**src/rtl/modn_ctr_seq_if.sv**
```systemverilog
// rtl/modn_ctr_seq_if.sv - command handshake between requester and mod-N sequencer
interface modn_ctr_seq_if #(
    parameter int WIDTH = 4,
    parameter int REP_W = 8
);
    logic             cmd_valid;
    logic             cmd_ready;
    logic [WIDTH-1:0] cmd_mod;
    logic [REP_W-1:0] cmd_reps;

    modport master (output cmd_valid, output cmd_mod, output cmd_reps, input cmd_ready);
    modport slave  (input cmd_valid, input cmd_mod, input cmd_reps, output cmd_ready);
endinterface

```
**src/rtl/modn_ctr_seq.sv**
```systemverilog
// rtl/modn_ctr_seq.sv - command-driven mod-N counter sequencer with hold/abort and done pulse
module modn_ctr_seq #(
    parameter int WIDTH = 4,
    parameter int N     = 10,
    parameter int REP_W = 8
) (
    input  logic             clk,
    input  logic             rstn,
    modn_ctr_seq_if.slave    cmd,
    input  logic             hold,
    input  logic             abort,
    output logic [WIDTH-1:0] out,
    output logic             wrap,
    output logic             busy,
    output logic             done,
    output logic             err
);
    typedef enum logic [1:0] {S_IDLE, S_RUN, S_DONE} state_t;

    state_t           state_q, state_d;
    logic [WIDTH-1:0] mod_q, mod_d;
    logic [WIDTH-1:0] out_q, out_d;
    logic [REP_W-1:0] reps_q, reps_d;
    logic [REP_W-1:0] rep_cnt_q, rep_cnt_d;
    logic             wrap_q, wrap_d;
    logic             done_q, done_d;
    logic             err_q, err_d;

    logic [WIDTH-1:0] eff_mod;
    logic             cmd_bad;
    logic             last_cnt;
    logic             last_rep;

    assign eff_mod  = (cmd.cmd_mod == '0) ? WIDTH'(N) : cmd.cmd_mod;
    assign cmd_bad  = (eff_mod == WIDTH'(1)) || (cmd.cmd_reps == '0);
    assign last_cnt = (out_q == mod_q - WIDTH'(1));
    assign last_rep = (rep_cnt_q == reps_q - REP_W'(1));

    always_comb begin
        state_d   = state_q;
        mod_d     = mod_q;
        reps_d    = reps_q;
        rep_cnt_d = rep_cnt_q;
        out_d     = out_q;
        wrap_d    = 1'b0;
        done_d    = 1'b0;
        err_d     = 1'b0;
        case (state_q)
            S_IDLE: begin
                out_d = '0;
                if (cmd.cmd_valid) begin
                    if (cmd_bad) begin
                        err_d = 1'b1;
                    end else begin
                        mod_d     = eff_mod;
                        reps_d    = cmd.cmd_reps;
                        rep_cnt_d = '0;
                        state_d   = S_RUN;
                    end
                end
            end
            S_RUN: begin
                // abort outranks both hold and the final wrap into DONE
                if (abort) begin
                    out_d   = '0;
                    state_d = S_IDLE;
                end else if (!hold) begin
                    if (last_cnt) begin
                        out_d  = '0;
                        wrap_d = 1'b1;
                        if (last_rep) begin
                            rep_cnt_d = '0;
                            done_d    = 1'b1;
                            state_d   = S_DONE;
                        end else begin
                            rep_cnt_d = rep_cnt_q + REP_W'(1);
                        end
                    end else begin
                        out_d = out_q + WIDTH'(1);
                    end
                end
            end
            S_DONE: begin
                out_d   = '0;
                state_d = S_IDLE;
            end
            default: begin
                out_d   = '0;
                state_d = S_IDLE;
            end
        endcase
    end

    always_ff @(posedge clk or negedge rstn) begin
        if (!rstn) begin
            state_q   <= S_IDLE;
            mod_q     <= '0;
            reps_q    <= '0;
            rep_cnt_q <= '0;
            out_q     <= '0;
            wrap_q    <= 1'b0;
            done_q    <= 1'b0;
            err_q     <= 1'b0;
        end else begin
            state_q   <= state_d;
            mod_q     <= mod_d;
            reps_q    <= reps_d;
            rep_cnt_q <= rep_cnt_d;
            out_q     <= out_d;
            wrap_q    <= wrap_d;
            done_q    <= done_d;
            err_q     <= err_d;
        end
    end

    assign out           = out_q;
    assign wrap          = wrap_q;
    assign done          = done_q;
    assign err           = err_q;
    assign busy          = (state_q == S_RUN);
    assign cmd.cmd_ready = (state_q == S_IDLE);
endmodule

```
**src/flat_wrapper.sv**
```systemverilog
// flat-port wrapper written by rule: the top's interface ports become plain ports
module modn_ctr_seq_flat 
#(
    parameter int WIDTH = 4,
    parameter int N     = 10,
    parameter int REP_W = 8
)
  (clk, rstn, hold, abort, out, wrap, busy, done, err, cmd_cmd_valid, cmd_cmd_mod, cmd_cmd_reps, cmd_cmd_ready);
  modn_ctr_seq_if #(.WIDTH(WIDTH), .REP_W(REP_W)) cmd_i ();
  input  logic clk;
  input  logic rstn;
  input  logic hold;
  input  logic abort;
  output logic [WIDTH-1:0] out;
  output logic wrap;
  output logic busy;
  output logic done;
  output logic err;
  input wire logic [$bits(cmd_i.cmd_valid)-1:0] cmd_cmd_valid;
  input wire logic [$bits(cmd_i.cmd_mod)-1:0] cmd_cmd_mod;
  input wire logic [$bits(cmd_i.cmd_reps)-1:0] cmd_cmd_reps;
  output wire logic [$bits(cmd_i.cmd_ready)-1:0] cmd_cmd_ready;
  assign cmd_i.cmd_valid = cmd_cmd_valid;
  assign cmd_i.cmd_mod = cmd_cmd_mod;
  assign cmd_i.cmd_reps = cmd_cmd_reps;
  assign cmd_cmd_ready = cmd_i.cmd_ready;
  modn_ctr_seq #(.WIDTH(WIDTH), .N(N), .REP_W(REP_W)) u_core (.clk(clk), .rstn(rstn), .cmd(cmd_i), .hold(hold), .abort(abort), .out(out), .wrap(wrap), .busy(busy), .done(done), .err(err));
endmodule
```
**config.mk**
```make
export PLATFORM = sky130hd
export DESIGN_NAME = modn_ctr_seq_flat
export DESIGN_NICKNAME = d
export VERILOG_FILES = /design/src/rtl/modn_ctr_seq_if.sv /design/src/rtl/modn_ctr_seq.sv /design/src/flat_wrapper.sv
export SDC_FILE = /design/constraint.sdc
export NUM_CORES = 1
export LEC_CHECK = 0
export BUFFER_PORTS_ARGS = -buffer_cell sky130_fd_sc_hd__buf_2
export CORE_ASPECT_RATIO = 0.8
export CORE_MARGIN = 1.5
export CORE_UTILIZATION = 55
export DETAILED_ROUTE_END_ITERATION = 8
export GPL_ROUTABILITY_DRIVEN = 0
export HOLD_SLACK_MARGIN = 0.08
export MAX_ROUTING_LAYER = met4
export PLACE_DENSITY = 0.82
export REMOVE_ABC_BUFFERS = 1
export SETUP_SLACK_MARGIN = 0.02
export SYNTH_ARGS = -nofsm -noshare
export SYNTH_HDL_FRONTEND = slang
export SYNTH_SLANG_ARGS = --single-unit
```
**constraint.sdc**
```tcl
create_clock -name clk -period 2.6 [get_ports clk]
set_input_delay 0.13 -clock clk [delete_from_list [all_inputs] [get_ports clk]]
set_output_delay 0.13 -clock clk [all_outputs]
set_load 0.1 [all_outputs]
```
After elaboration in Yosys (flattened, before gate mapping)
Cells that the tools add are included.
Word-level totals
  latch bits: 0
  RAM bits: 0
  memories kept: 0
  register bits: 29
  word-level logic and storage cells: 64
  input port bits: 17
  bits in read-only memories: 0
Cells by class
  add/subtract/negate cells: 4
  order comparisons: 0
  shift operators: 0
  multiply operators: 0
  equality and inequality tests: 12
  bitwise operators: 1
  mux-type cells: 31
  div/mod/pow operators: 0
  reduce and logical (&&, ||, !) cells: 8
Operators with widths (number)
  two-way mux 8 bit: 6
  two-way mux 4 bit: 5
  case mux 8 bit (2 select lines): 1
  two-way mux 1 bit: 12
  two-way mux 2 bit: 6
  adder 8 x 1 -> 8 bit (second input constant): 1
  equality test 8 bit: 1
  logical NOT 8 bit: 1
  inequality test 2 bit (second input constant): 4
  subtractor 8 x 1 -> 8 bit (second input constant): 1
  inequality test 3 x 2 -> 1 bit (second input constant): 2
  AND reduction 6 bit: 1
  AND reduction 5 bit: 1
  adder 4 x 1 -> 4 bit (second input constant): 1
  equality test 4 x 1 -> 1 bit (second input constant): 1
  equality test 4 bit: 1
  logical NOT 4 bit: 1
  case mux 2 bit (2 select lines): 1
  subtractor 4 x 1 -> 4 bit (second input constant): 1
  inequality test 3 bit (second input constant): 1
  AND reduction 3 bit: 1
  equality test 2 x 1 -> 1 bit (second input constant): 1
  logical NOT 2 bit: 1
  inequality test 2 x 1 -> 1 bit (second input constant): 1
  other kinds (3): 3

Logic depth before layout (Yosys ltp)
  depth after elaboration: 7
  depth in mapped cells: 8
  mapped depth without buffers: 7

Least setup slack after synthesis
No wires, ideal clock.
  path kind: flip-flop to flip-flop
  start: reg u_core.state_q[1]
  end: reg u_core.out_q[2], in the netlist u_core.out[2]
  period minus slack after synthesis: 2.612 ns
  arrival: 2.545 ns
  data required time: 2.533 ns
  setup slack: -0.012 ns
  library setup time: 0.067 ns
  cell stages (with the launch flop): 6
  path buffers: 0
  cells stage by stage: dfrtp_1 -> nor2b_1 -> nor2b_1 -> and2_1 -> o21bai_1 -> a21o_1
Between the ends
  cells in the longest elaborated chain, start to end: 2
Ends and longest elaborated chain
  from (decl): line modn_ctr_seq.sv:20  | state_t state_q, state_d;
  from (signal assigned): line modn_ctr_seq.sv:105  | state_q <= state_d;
  equality test 2 x 1 -> 1 bit *
  via busy: line flat_wrapper.sv:16  | output logic busy;
  inequality test 3 bit (no line) / two-way mux 4 bit (equally long branches)
  to (signal assigned): line modn_ctr_seq.sv:109  | out_q <= out_d;
  to (decl): line modn_ctr_seq.sv:22  | logic [WIDTH-1:0] out_q, out_d;
The timed path passes the listed nets; every way through them passes the cells marked *.
A chain may end at the register's enable or synchronous reset.

Worst setup path after layout
  start: reg u_core.mod_q[0]
  end: reg u_core.rep_cnt_q[5]
Between the ends
  cells in the longest elaborated chain, start to end: 4
Ends and longest elaborated chain
  from (decl): line modn_ctr_seq.sv:21  | logic [WIDTH-1:0] mod_q, mod_d;
  from (signal assigned): line modn_ctr_seq.sv:106  | mod_q <= mod_d;
  subtractor 4 x 1 -> 4 bit: line modn_ctr_seq.sv:36  | assign last_cnt = (out_q == mod_q - WIDTH'(1));
  equality test 4 bit: line modn_ctr_seq.sv:36
  inequality test 2 x 1 -> 1 bit (no line)
  AND reduction 6 bit (no line)
  to (signal assigned): line modn_ctr_seq.sv:108  | rep_cnt_q <= rep_cnt_d;
  to (decl): line modn_ctr_seq.sv:24  | logic [REP_W-1:0] rep_cnt_q, rep_cnt_d;
No other way between the ends.

==> metrics.txt <==
# TYPE chip_impl_metric gauge
chip_impl_metric{name="synthToLayoutAreaGrowth",unit="%"} 15.74
chip_impl_metric{name="grt_first_pass_wirelength",unit="mm"} 6.237
chip_impl_metric{name="die_x",unit="um"} 65.19
chip_impl_metric{name="setup_violations",unit=""} 0
chip_impl_info{name="rsz0062_at_grt",value="false"} 1
chip_impl_metric{name="synth_async_sr_flop_share",unit=""} 1.000
chip_impl_metric{name="starting_density_of_the_core",unit=""} 0.5970
chip_impl_metric{name="post_cts_resize_count",unit=""} 0
chip_impl_metric{name="synth_enable_flop_cells",unit=""} 0
chip_impl_info{name="postSynth.topFlopCell",value="sky130_fd_sc_hd__dfrtp_1"} 1
chip_impl_metric{name="grt.total_usage",unit=""} 0.2555
chip_impl_metric{name="pwr-share-clk",unit=""} 0.256
chip_impl_metric{name="setup_total_negative_slack",unit="ps"} 0
chip_impl_metric{name="tritoncts_num_sinks",unit=""} 29
chip_impl_metric{name="grt.overflow.total",unit=""} 0
chip_impl_metric{name="syn_area_per_cell",unit="um2"} 10.13
chip_impl_metric{name="proportion_of_layout_cells_with_a_drive_suffix_above_1",unit=""} 0.2350
chip_impl_metric{name="post-place-ws",unit="ps"} 257.4
chip_impl_metric{name="yosys_warnings",unit=""} 0
chip_impl_info{name="nature_of_the_critical_path_startpoint",value="flop"} 1
chip_impl_metric{name="grt_start_max_net_pins",unit=""} 30
chip_impl_metric{name="antenna-diode-count",unit=""} 0
chip_impl_info{name="most-common-layout-cells",value="sky130_fd_sc_hd__dfrtp_1, sky130_fd_sc_hd__buf_2, sky130_fd_sc_hd__nand2_1"} 1
chip_impl_metric{name="via_count",unit=""} 1412
chip_impl_metric{name="ioPinCount",unit=""} 26
chip_impl_info{name="worst_hold_path_class",value="in -> reg"} 1
chip_impl_info{name="worst_hold_path.endpoint",value="u_core.reps_q[4]$_DFFE_PN0P_"} 1
chip_impl_metric{name="post_cts.repair.setup_buffers",unit=""} 0
chip_impl_metric{name="post-route-period-util",unit=""} 0.9045
chip_impl_metric{name="worstPathRequired",unit="ps"} 2790
chip_impl_metric{name="switching_power",unit="W"} 0.0005199
chip_impl_metric{name="critical_path_arrival",unit="ps"} 2550
chip_impl_metric{name="die_height",unit="um"} 52.75
chip_impl_metric{name="final_core_utilization",unit=""} 0.6910
chip_impl_info{name="ff_to_ff_start",value="u_core.mod_q[0]$_DFFE_PN0P_"} 1
chip_impl_metric{name="report.final.hold_viol_count",unit=""} 0
chip_impl_metric{name="postRouteAntennaNets",unit=""} 0
chip_impl_metric{name="vias_in_the_first_global_route",unit=""} 1358
chip_impl_metric{name="final.setup.worst_slack",unit="ps"} 248.2
chip_impl_metric{name="synth-seq-cells",unit=""} 29
chip_impl_metric{name="place.detailed.hpwl",unit="mm"} 2.714
chip_impl_metric{name="sw_frac_of_total",unit=""} 0.3647
chip_impl_metric{name="drt-wirelength-per-cell",unit="um"} 15.33
chip_impl_metric{name="ctsHoldBuffers",unit=""} 2
chip_impl_metric{name="report.final.slew_viol_count",unit=""} 0
chip_impl_metric{name="p_int",unit="W"} 0.0009055
chip_impl_info{name="cts_tree",value="built"} 1
chip_impl_metric{name="worst_hold_path_cell_count",unit=""} 2
chip_impl_metric{name="setup_slack_of_the_worst_register_to_register_path",unit="ps"} 250
chip_impl_metric{name="fin_crit",unit="ps"} 2352
chip_impl_metric{name="cts_buffers",unit=""} 5
chip_impl_metric{name="postRouteWirelength",unit="mm"} 3.648
chip_impl_metric{name="finClkSkew",unit="ps"} 1.654
chip_impl_metric{name="netlist_area",unit="um2"} 1702
chip_impl_metric{name="final.hold.worst_slack",unit="ps"} 96.92
chip_impl_metric{name="clk-insertion-delay-late",unit="ps"} 280
chip_impl_metric{name="clock_tree.htree_level_count",unit=""} 2
chip_impl_metric{name="synth.yosys.seq_area_share",unit=""} 0.4265
chip_impl_info{name="critical_path_class",value="reg -> reg"} 1
chip_impl_metric{name="p_seq_frac",unit=""} 0.424
chip_impl_metric{name="buffer_ports.inserted",unit=""} 25
chip_impl_metric{name="design.die.area",unit="um2"} 3439
chip_impl_metric{name="power.leakage",unit="nW"} 0.8695
chip_impl_metric{name="core.rowCount",unit=""} 17
chip_impl_metric{name="drt_pre_antenna_iters",unit=""} 4
chip_impl_info{name="most_common_cell_after_layout_fill_and_taps_aside",value="sky130_fd_sc_hd__dfrtp_1"} 1
chip_impl_metric{name="clk_transition_reported_paths",unit="ps"} 60
chip_impl_metric{name="peakVddDrop",unit="mV"} 0.5428
chip_impl_metric{name="ff2ff_path_depth",unit=""} 7
chip_impl_metric{name="route.detailed.drc",unit=""} 0
chip_impl_metric{name="synth.lib_cells_used.distinct",unit=""} 45
chip_impl_metric{name="timing.fmax",unit="GHz"} 0.4252
chip_impl_info{name="result_of_the_run",value="completed"} 1
chip_impl_metric{name="num-nets-final",unit=""} 221
chip_impl_metric{name="power_dens_cells",unit="nW/um2"} 723.8
chip_impl_metric{name="max-slew-margin-rel",unit=""} 0.5216
chip_impl_info{name="hold_path_startpoint",value="cmd_cmd_reps[4]"} 1
chip_impl_metric{name="floorplan.core_area",unit="um2"} 2850
chip_impl_metric{name="path_max_fanout",unit=""} 13
chip_impl_info{name="endpoint_kind",value="flop"} 1
chip_impl_info{name="regToRegEndpoint",value="u_core.rep_cnt_q[5]$_DFFE_PN0P_"} 1
chip_impl_metric{name="postSynthCellCount",unit=""} 168
chip_impl_metric{name="grt_antenna_before_repair",unit=""} 0
chip_impl_metric{name="cts_max_path_buffers",unit=""} 2
chip_impl_metric{name="drtIter0Drc",unit=""} 51
chip_impl_metric{name="power_frac_comb",unit=""} 0.320
chip_impl_info{name="cts_root_buffer",value="sky130_fd_sc_hd__clkbuf_8"} 1
chip_impl_metric{name="avgViaCountPerCell",unit=""} 5.933
chip_impl_metric{name="worstMarginPinSlew",unit="ps"} 713.3
chip_impl_metric{name="cap_violations",unit=""} 0
==> area by class of cell <==
cell class | instances | area (um2)
inverter | 9 | 33.78
sequential | 29 | 725.7
timing repair buffer | 28 | 152.6
tap | 38 | 47.55
multi-input combinational | 127 | 923.4
fill | 226 | 880.8
clock buffer | 7 | 86.33
==> synthesized netlist by cell type, types with 2 or more instances <==
master                     count  area (um2)
sky130_fd_sc_hd__nor3_1        9       45.04
sky130_fd_sc_hd__xor2_1        7       61.31
sky130_fd_sc_hd__o21ai_1       2       10.01
sky130_fd_sc_hd__a21oi_1       2       10.01
sky130_fd_sc_hd__nand3_1       3       15.01
sky130_fd_sc_hd__o31ai_1       6       45.04
sky130_fd_sc_hd__a21o_1        2       15.01
sky130_fd_sc_hd__and2_1        4       25.02
sky130_fd_sc_hd__or4_1         5       37.54
sky130_fd_sc_hd__ha_1          4       50.05
sky130_fd_sc_hd__nand2b_1      4       25.02
sky130_fd_sc_hd__o31a_1        2       17.52
sky130_fd_sc_hd__or3b_1        2       17.52
sky130_fd_sc_hd__nor2_1        7       26.28
sky130_fd_sc_hd__nand2_1      13       48.80
sky130_fd_sc_hd__xnor2_1       8       70.07
sky130_fd_sc_hd__dfrtp_1      29       725.7
sky130_fd_sc_hd__inv_1         9       33.78
sky130_fd_sc_hd__o21ai_0       9       45.04
sky130_fd_sc_hd__nor2b_1       2       12.51
sky130_fd_sc_hd__mux2_2        7       78.83
sky130_fd_sc_hd__a22oi_1       5       37.54
sky130_fd_sc_hd__nor4_1        4       25.02
sky130_fd_sc_hd__clkbuf_1      2       7.510
==> layer usage <==
layer  share of wire  GRT usage  vias up
li1                -          -      685
met1            0.49     0.3229      678
met2            0.44     0.3878       39
met3           0.051    0.06237       10
met4           0.020     0.1250        0
met5               0          -        -
==> stage by stage <==
| step | total power (W) | area (um2) | cells |
|---|---|---|---|
| floorplan | 0.0009445 | 1683 | 165 |
| global placement | 0.001036 | 1863 | 229 |
| detailed placement | 0.001060 | 1863 | 229 |
| CTS | 0.001435 | 1969 | 238 |
| global route | 0.001514 | 1969 | 238 |
| finish | 0.001425 | 1969 | 238 |
==> power groups by stage <==
| stage | Sequential [W] | Combinational [W] | Clock [W] |
|---|---|---|---|
| 6_report | 0.000605 | 0.000456 | 0.000365 |
| 5_1_grt | 0.000617 | 0.000506 | 0.000390 |
| 4_1_cts | 0.000602 | 0.000457 | 0.000376 |
| 3_5_place_dp | 0.000609 | 0.000451 | 0 |
| 3_3_place_gp | 0.000604 | 0.000432 | 0 |
| 2_1_floorplan | 0.000605 | 0.000339 | 0 |
==> worst max-delay path by stage <==
stage / slack, ps / start / endpoint
3_3_place_gp: 370 / u_core.mod_q[0]$_DFFE_PN0P_ / u_core.rep_cnt_q[7]$_DFFE_PN0P_
3_5_place_dp: 260 / u_core.mod_q[0]$_DFFE_PN0P_ / u_core.rep_cnt_q[5]$_DFFE_PN0P_
2_1_floorplan: -10 / u_core.state_q[1]$_DFFE_PN0P_ / u_core.out[2]$_DFFE_PN0P_
6_report: 250 / u_core.mod_q[0]$_DFFE_PN0P_ / u_core.rep_cnt_q[5]$_DFFE_PN0P_
5_1_grt: 60 / u_core.mod_q[0]$_DFFE_PN0P_ / u_core.rep_cnt_q[5]$_DFFE_PN0P_
4_1_cts: 250 / u_core.mod_q[0]$_DFFE_PN0P_ / u_core.rep_cnt_q[5]$_DFFE_PN0P_
==> sequential cells by signal, summed over array words and instances (netlist names) <==
register          count
u_core.rep_cnt_q      8
u_core.reps_q         8
u_core.mod_q          4
u_core.out            4
u_core.state_q        2
u_core.done           1
u_core.err            1
u_core.wrap           1
==> critical path, stage by stage (launching register included) <==
cell and delay [ps]:
sky130_fd_sc_hd__dfrtp_1 370, sky130_fd_sc_hd__inv_1 70, sky130_fd_sc_hd__ha_1 310, sky130_fd_sc_hd__xor2_1 190, sky130_fd_sc_hd__nand3_1 160, sky130_fd_sc_hd__o31a_1 430
sky130_fd_sc_hd__or4_1 560, sky130_fd_sc_hd__a22oi_1 170
==> logic make-up (layout without fill, tap and decap cells) <==
| logic type | count (synthesis) | count (layout) | synth area share |
|---|---|---|---|
| xor+xnor | 15 | 15 | 0.07721 |
| simple gates | 62 | 62 | 0.2088 |
| buf+inv | 12 | 44 | 0.03088 |
| compound gates | 39 | 39 | 0.1809 |
| flops | 29 | 29 | 0.4265 |
| mux | 7 | 7 | 0.04633 |
| fa+ha+maj | 4 | 4 | 0.02941 |
(Power assumes the default switching activity.)
